[config.mk]
export PLATFORM = sky130hd
export DESIGN_NAME = multimode_shiftreg_flat
export DESIGN_NICKNAME = d
export VERILOG_FILES = /design/src/rtl/multimode_shiftreg_pkg.sv /design/src/rtl/multimode_shiftreg_if.sv /design/src/rtl/multimode_shiftreg_counter.sv /design/src/rtl/multimode_shiftreg.sv /design/src/flat_wrapper.sv
export SDC_FILE = /design/constraint.sdc
export NUM_CORES = 1
export LEC_CHECK = 0
export CAP_MARGIN = 20
export CORE_MARGIN = 1.5
export CORE_UTILIZATION = 55
export CTS_BUF_LIST = sky130_fd_sc_hd__clkbuf_8
export DETAILED_ROUTE_END_ITERATION = 12
export DONT_BUFFER_PORTS = 1
export PLACE_DENSITY_LB_ADDON = 0.25
export SETUP_SLACK_MARGIN = 0.02
export SLEW_MARGIN = 20
export SYNTH_ARGS = -nofsm -noshare
export SYNTH_HDL_FRONTEND = slang
export SYNTH_SLANG_ARGS = --single-unit
[constraint.sdc]
create_clock -name clk -period 1.2 [get_ports clk]
set_clock_uncertainty 0.05 [all_clocks]
set_input_delay 0.24 -clock clk [delete_from_list [all_inputs] [get_ports clk]]
set_output_delay 0.24 -clock clk [all_outputs]
set_load 0.02 [all_outputs]
[src/rtl/multimode_shiftreg_pkg.sv]
// Shared definitions for the multimode shift register: mode encodings and sizing helpers.
package shiftreg_pkg;

    typedef enum logic [1:0] {
        MODE_HOLD   = 2'b00,
        MODE_SHIFT  = 2'b01,
        MODE_LOAD   = 2'b10,
        MODE_ROTATE = 2'b11
    } mode_e;

    localparam int WIDTH_MIN = 2;
    localparam int WIDTH_MAX = 64;

endpackage

[src/rtl/multimode_shiftreg_if.sv]
// Control/data bundle between a shift-register client and multimode_shiftreg.
interface multimode_shiftreg_if #(
    parameter int WIDTH = 8,
    parameter int CNT_W = $clog2(WIDTH + 1)
);
    logic             peripheralClkEdge;
    logic [1:0]       mode;
    logic             msbFirst;
    logic [WIDTH-1:0] parallelDataIn;
    logic             serialDataIn;
    logic [WIDTH-1:0] parallelDataOut;
    logic             serialDataOut;
    logic [CNT_W-1:0] bitCount;
    logic             wordDone;

    modport master (
        output peripheralClkEdge, mode, msbFirst, parallelDataIn, serialDataIn,
        input  parallelDataOut, serialDataOut, bitCount, wordDone
    );

    modport slave (
        input  peripheralClkEdge, mode, msbFirst, parallelDataIn, serialDataIn,
        output parallelDataOut, serialDataOut, bitCount, wordDone
    );
endinterface

[src/rtl/multimode_shiftreg_counter.sv]
// Counts shift/rotate operations within a word; wrap pulses for one cycle after the last bit.
module shift_bit_counter #(
    parameter int WIDTH = 8,
    parameter int CNT_W = $clog2(WIDTH + 1)
) (
    input  logic             clk,
    input  logic             reset,
    input  logic             clear,
    input  logic             inc,
    output logic [CNT_W-1:0] count,
    output logic             wrap
);
    import shiftreg_pkg::*;

    localparam logic [CNT_W-1:0] LAST_BIT = CNT_W'(WIDTH - 1);

    logic [CNT_W-1:0] count_r;
    logic             wrap_r;

    // Bit counter and word-complete pulse; clear takes priority over inc.
    always_ff @(posedge clk) begin
        if (reset) begin
            count_r <= {CNT_W{1'b0}};
            wrap_r  <= 1'b0;
        end else if (clear) begin
            count_r <= {CNT_W{1'b0}};
            wrap_r  <= 1'b0;
        end else if (inc) begin
            if (count_r == LAST_BIT) begin
                count_r <= {CNT_W{1'b0}};
                wrap_r  <= 1'b1;
            end else begin
                count_r <= count_r + CNT_W'(1);
                wrap_r  <= 1'b0;
            end
        end else begin
            count_r <= count_r;
            wrap_r  <= 1'b0;
        end
    end

    assign count = count_r;
    assign wrap  = wrap_r;

endmodule

[src/rtl/multimode_shiftreg.sv]
// Shift register with hold / shift / parallel-load / rotate modes, gated by a peripheral edge strobe.
module multimode_shiftreg #(
    parameter int WIDTH = 8,
    localparam int CNT_W = $clog2(WIDTH + 1)
) (
    input logic                 clk,
    input logic                 reset,
    multimode_shiftreg_if.slave bus
);
    import shiftreg_pkg::*;

    logic [WIDTH-1:0] shreg_r;
    logic [WIDTH-1:0] shreg_nxt_s;
    logic             clear_s;
    logic             inc_s;
    mode_e            mode_s;
    logic [CNT_W-1:0] count_s;
    logic             wrap_s;

    assign mode_s = mode_e'(bus.mode);

    // Next register value and counter controls for the strobed operation.
    always_comb begin
        shreg_nxt_s = shreg_r;
        clear_s     = 1'b0;
        inc_s       = 1'b0;
        if (bus.peripheralClkEdge) begin
            case (mode_s)
                MODE_HOLD: begin
                    shreg_nxt_s = shreg_r;
                end
                MODE_SHIFT: begin
                    inc_s = 1'b1;
                    if (bus.msbFirst) begin
                        shreg_nxt_s = {shreg_r[WIDTH-2:0], bus.serialDataIn};
                    end else begin
                        shreg_nxt_s = {bus.serialDataIn, shreg_r[WIDTH-1:1]};
                    end
                end
                MODE_LOAD: begin
                    clear_s     = 1'b1;
                    shreg_nxt_s = bus.parallelDataIn;
                end
                MODE_ROTATE: begin
                    inc_s = 1'b1;
                    if (bus.msbFirst) begin
                        shreg_nxt_s = {shreg_r[WIDTH-2:0], shreg_r[WIDTH-1]};
                    end else begin
                        shreg_nxt_s = {shreg_r[0], shreg_r[WIDTH-1:1]};
                    end
                end
                default: begin
                    shreg_nxt_s = shreg_r;
                end
            endcase
        end else begin
            shreg_nxt_s = shreg_r;
        end
    end

    // Register storage.
    always_ff @(posedge clk) begin
        if (reset) begin
            shreg_r <= {WIDTH{1'b0}};
        end else begin
            shreg_r <= shreg_nxt_s;
        end
    end

    shift_bit_counter #(
        .WIDTH (WIDTH),
        .CNT_W (CNT_W)
    ) u_counter (
        .clk   (clk),
        .reset (reset),
        .clear (clear_s),
        .inc   (inc_s),
        .count (count_s),
        .wrap  (wrap_s)
    );

    // Serial output follows msbFirst without waiting for an edge.
    assign bus.parallelDataOut = shreg_r;
    assign bus.serialDataOut   = bus.msbFirst ? shreg_r[WIDTH-1] : shreg_r[0];
    assign bus.bitCount        = count_s;
    assign bus.wordDone        = wrap_s;

endmodule

[src/flat_wrapper.sv]
// flat-port wrapper written by rule: the top's interface ports become plain ports
module multimode_shiftreg_flat import shiftreg_pkg::*;
#(
    parameter int WIDTH = 8,
    localparam int CNT_W = $clog2(WIDTH + 1)
)
  (clk, reset, bus_peripheralClkEdge, bus_mode, bus_msbFirst, bus_parallelDataIn, bus_serialDataIn, bus_parallelDataOut, bus_serialDataOut, bus_bitCount, bus_wordDone);
  multimode_shiftreg_if #(.WIDTH(WIDTH), .CNT_W(($clog2(WIDTH + 1)))) bus_i ();
  input logic clk;
  input logic reset;
  input wire logic [$bits(bus_i.peripheralClkEdge)-1:0] bus_peripheralClkEdge;
  input wire logic [$bits(bus_i.mode)-1:0] bus_mode;
  input wire logic [$bits(bus_i.msbFirst)-1:0] bus_msbFirst;
  input wire logic [$bits(bus_i.parallelDataIn)-1:0] bus_parallelDataIn;
  input wire logic [$bits(bus_i.serialDataIn)-1:0] bus_serialDataIn;
  output wire logic [$bits(bus_i.parallelDataOut)-1:0] bus_parallelDataOut;
  output wire logic [$bits(bus_i.serialDataOut)-1:0] bus_serialDataOut;
  output wire logic [$bits(bus_i.bitCount)-1:0] bus_bitCount;
  output wire logic [$bits(bus_i.wordDone)-1:0] bus_wordDone;
  assign bus_i.peripheralClkEdge = bus_peripheralClkEdge;
  assign bus_i.mode = bus_mode;
  assign bus_i.msbFirst = bus_msbFirst;
  assign bus_i.parallelDataIn = bus_parallelDataIn;
  assign bus_i.serialDataIn = bus_serialDataIn;
  assign bus_parallelDataOut = bus_i.parallelDataOut;
  assign bus_serialDataOut = bus_i.serialDataOut;
  assign bus_bitCount = bus_i.bitCount;
  assign bus_wordDone = bus_i.wordDone;
  multimode_shiftreg #(.WIDTH(WIDTH)) u_core (.clk(clk), .reset(reset), .bus(bus_i));
endmodule
; Word level (Yosys, flattened, before mapping)
; Cells that the tools add are included.
[op_classes]
eq_ne = 4
bitwise_logic = 2
muxes = 10
add_sub_neg = 1
n_reduce_logical = 5
[op_table]
columns = cell, count
row1 = $pmux 8 s3, 1
row2 = $mux 8, 2
row3 = $mux 1, 6
row4 = $add 4x1->4 const B, 1
row5 = $eq 2x2->1 const B, 2
row6 = $eq 4x3->1 const B, 1
row7 = $mux 4, 1
row8 = $reduce_or 2->1, 2
row9 = $reduce_or 3->1, 1
row10 = $eq 2x1->1 const B, 1
row11 = $logic_not 2->1, 1
row12 = $not 1->1, 2
row13 = $reduce_and 2->1, 1
[word_totals]
register_bits = 13
output_inout_bits = 14
input_bits = 15

; Logic depth before layout (Yosys ltp)
[logic_depth]
word_depth = 6
mapped_depth = 5
mapped_depth_nobuf = 4

; Cells and area by module
; From an unflattened synthesis, not the netlist that was laid out.
[hier_totals]
cells_unflattened = 83
hier_area_um2 = 850.8
[by_module_without_submodules]
columns = module, instances, seq_area_each_um2, area_per_inst_um2, cells_per_inst
row1 = multimode_shiftreg, 1, 160.2, 609.3, 62
row2 = shift_bit_counter, 1, 100.1, 241.5, 21

; Worst setup path after synthesis
; OpenSTA, ideal clock, no wires.
[synth_path]
path_type = flip-flop to flip-flop
from = register u_core.u_counter.count_r[2] (netlist: u_core.u_counter.count[2])
to = register u_core.u_counter.count_r[3] (netlist: u_core.u_counter.count[3])
path_buffers = 0
setup_slack_ps = -108
path_stages_with_launch = 4
arrival_time_ps = 1171
required_ps = 1064
setup_ps = 86
path_cell_list = dfxtp_1 > nand3_2 > or3_1 > a221oi_2
[synth_between]
elab_chain_cells = 2
[synth_lines]
columns = item, line
row1 = start: declaration, multimode_shiftreg_counter.sv:17  ; logic [CNT_W-1:0] count_r;
row2 = start signal: assignment, multimode_shiftreg_counter.sv:23  ; count_r <= {CNT_W{1'b0}};
row3 = start signal: assignment, multimode_shiftreg_counter.sv:26  ; count_r <= {CNT_W{1'b0}};
row4 = start signal: assignment, multimode_shiftreg_counter.sv:30  ; count_r <= {CNT_W{1'b0}};
row5 = $add 4x1->4 or $eq 4x3->1 (tied branches), "multimode_shiftreg_counter.sv:33, multimode_shiftreg_counter.sv:29"
row6 = $mux 4 *, multimode_shiftreg_counter.sv:29  ; if (count_r == LAST_BIT) begin
; Every way passes the cells marked *; elsewhere a longest branch is shown, timed or not.
; A chain may end at the register's enable or synchronous reset.

; Final worst setup path
[layout_path]
from = register u_core.u_counter.count_r[0] (netlist: u_core.u_counter.count[0])
to = register u_core.u_counter.count_r[2] (netlist: u_core.u_counter.count[2])
; Same word-level chain as after synthesis.

==> flow_metrics.env <==
export IMPL_grt_max_degree=16
export IMPL_power_mw=1.02
export IMPL_setup_viol=0
export IMPL_synth_compound_area_share=0.269
export IMPL_row_count=12
export IMPL_multi_input_area_um2=454
export IMPL_dpl_instance_area_um2=847
export IMPL_gp_congestion=0.799
export IMPL_cts_tree="yes"
export IMPL_grt_ovfl_total=0
export IMPL_num_vias=720
export IMPL_wl_met3_um=111
export IMPL_avgRoutedWirePerCell_um=16.0
export IMPL_leakagePower_nw=0.360
export IMPL_firstDrtPassIters=4
export IMPL_route_detailed_drc=0
export IMPL_cap_violations=0
export IMPL_worst_setup_path_type="register to register"
export IMPL_gr_usage_all_layers=0.280
export IMPL_ios=29
export IMPL_insertion_delay_ns=0.25
export IMPL_arrival_ns=1.25
export IMPL_max_slew_margin_rel=0.781
export IMPL_met2_length_um=817
export IMPL_root_buffer="clkbuf_8"
export IMPL_hold_viol=0
export IMPL_drive_above_1_share=0.340
export IMPL_ir_worst_vdd_v=0.000768
export IMPL_worst_slew_pin_slew_ns=0.325
export IMPL_synth_fp_nets=103
export IMPL_cellPowerDensity_nw_per_um2=1100
export IMPL_finish_instance_area_um2=933
export IMPL_synth_xor_area_share=0
export IMPL_ys_ff_latch=13
export IMPL_worstPathRequired_ns=1.29
export IMPL_synthAdderAreaFrac=0.0170
export IMPL_first_iter_violations=9
export IMPL_fin_crit_sh=0.969
export IMPL_top_layer_used="met4"
export IMPL_clk_pin_slew_ns=0.06
export IMPL_synthCells=87
export IMPL_grt_pass1_wl_um=2810
export IMPL_utilization=0.797
export IMPL_yosysWarnings=0
export IMPL_first_global_vias=628
export IMPL_cts_num_sinks=13
export IMPL_routed_via_density=6.15
export IMPL_antenna_left=0
export IMPL_num_fill_cells=79
export IMPL_hold_slack_ns=0.00474
export IMPL_dp_hpwl_um=1260
export IMPL_muxShareOfSynthArea=0.106
export IMPL_crit_fanout=5
export IMPL_fmax_mhz=860
export IMPL_yosysUniqueCellTypes=26
export IMPL_synth_simple_area_share=0.201
export IMPL_rsz0062_at_grt="true"
export IMPL_design_core_area_um2=1170
export IMPL_ys_seq_area_frac=0.354
export IMPL_place_ws_ns=0.0453
export IMPL_worstSetupStartpointType="register"
export IMPL_fin_ws_ns=0.0369
export IMPL_final_nets=120
export IMPL_period_needed_ns=1.16
export IMPL_syn_to_final_growth_pct=27.1
export IMPL_end_kind="register"
export IMPL_wirelength_um=1870
export IMPL_wl_met1_um=904
export IMPL_synth_top_family_by_area="compound AO/OA/AOI/OAI gates"
export IMPL_h_tree_depth=1
export IMPL_fp_dieW_um=39.5
export IMPL_hold_class="input pin to register"
export IMPL_n_antenna_cell=0
export IMPL_outcome="complete, no violations"
export IMPL_syn_avg_cell_area_um2=8.44
export IMPL_seq_area_um2=268
export IMPL_die_area_um2=1560
export IMPL_portBuffers=0
export IMPL_syn_area_um2=734
export IMPL_cts_buffers=3
export IMPL_clk_path_buf_depth=2
export IMPL_slew_violations=0
export IMPL_die_h_um=39.5
export IMPL_antenna_found_initial=0
export IMPL_start_util=0.627
[critical path: stages (launching register included)]
cell and delay (ns):
dfxtp_2 0.34, ha_1 0.23, and3b_1 0.19, o21ai_1 0.16, a21oi_1 0.09
[path summary, 6_finish.rpt]
check                                               start                            end  slack, ns  cells past startpoint
worst min-delay path                                reset  u_core.bus.parallelDataOut[3]      0.005                      1
worst min register to register  u_core.u_counter.count[0]      u_core.u_counter.count[0]       0.43                      2
worst max-delay path            u_core.u_counter.count[0]      u_core.u_counter.count[2]       0.04                      4
worst max register to register  u_core.u_counter.count[0]      u_core.u_counter.count[2]       0.04                      4
[cell usage after synthesis]
library cell | count | share of area
mux2_2 | 6 | 0.092
o31a_1 | 2 | 0.024
mux2i_1 | 1 | 0.014
a32oi_1 | 1 | 0.012
nor2b_1 | 4 | 0.034
o21ai_0 | 5 | 0.034
nand2_1 | 13 | 0.066
buf_4 | 1 | 0.010
nor2_1 | 1 | 0.0051
o221ai_1 | 5 | 0.060
nor3_1 | 1 | 0.0068
ha_1 | 1 | 0.017
buf_2 | 4 | 0.027
nand3b_1 | 2 | 0.020
and3b_1 | 1 | 0.012
or3_1 | 1 | 0.0085
o21a_1 | 1 | 0.010
nand3_2 | 1 | 0.014
o31ai_1 | 1 | 0.010
o21bai_1 | 1 | 0.010
dfxtp_1 | 13 | 0.35
inv_1 | 2 | 0.010
clkbuf_1 | 1 | 0.0051
nand2b_1 | 4 | 0.034
a221oi_2 | 1 | 0.020
a21oi_1 | 13 | 0.089
[cell usage in the layout (no fill, tap or decap), drive strengths merged, types with 2 or more instances in the layout]
cell type,count
nand3b,2
o31a,2
nand2b,4
mux2,6
buf,16
dfxtp,13
inv,2
nand2,13
dlygate4sd3,2
clkbuf,3
o21ai,5
nor2b,4
a21oi,13
o221ai,5
[timing repair]
action                     CTS  global route
setup endpoints to repair    0             4
hold endpoints to repair     2             1
gates resized for setup      0             6
setup buffers                0             0
hold buffers                 1             1
[state kept, by name (all words and copies together), names as in the netlist]
register	flops
u_core.bus.parallelDataOut	8
u_core.u_counter.count	4
u_core.u_counter.wrap	1
[stage by stage]
step           setup TNS (ns)  cells
5_1_grt               -0.0362    117
6_report                    0    117
3_5_place_dp                0    111
2_1_floorplan               0     87
4_1_cts                     0    116
3_3_place_gp                0    111
[metal layers]
metal | GRT usage | vias to the layer above
met3 | 0.102 | 5
met1 | 0.354 | 340
met4 | 0.129 | 0
met5 | 0 | -
li1 | - | 352
met2 | 0.414 | 23
[kinds of logic (layout without fill, tap and decap cells)]
kind of cell,count (synthesis),count (layout)
DFF,13,13
muxes,7,7
adders and majority gates,1,1
and+or+nand+nor,28,28
AOI/OAI and AO/OA,30,30
buffers and inverters,8,24
[report_power, final]
group	internal [mW]	total [mW]	switching (mW)
Combinational	0.0775	0.155	0.0770
Clock	0.230	0.403	0.173
Sequential	0.448	0.465	0.0166
Total	0.756	1.02	0.267
[layout make-up]
type / count / share of cell area
clock buffers: 3 / 0.0442
flip-flops and latches: 13 / 0.287
repair buffers: 18 / 0.150
clock inverters: 1 / 0.00536
well taps: 14 / 0.0188
multi-input cells: 66 / 0.487
inverters: 2 / 0.00804
Note: power is estimated with default switching activity, not from simulation.
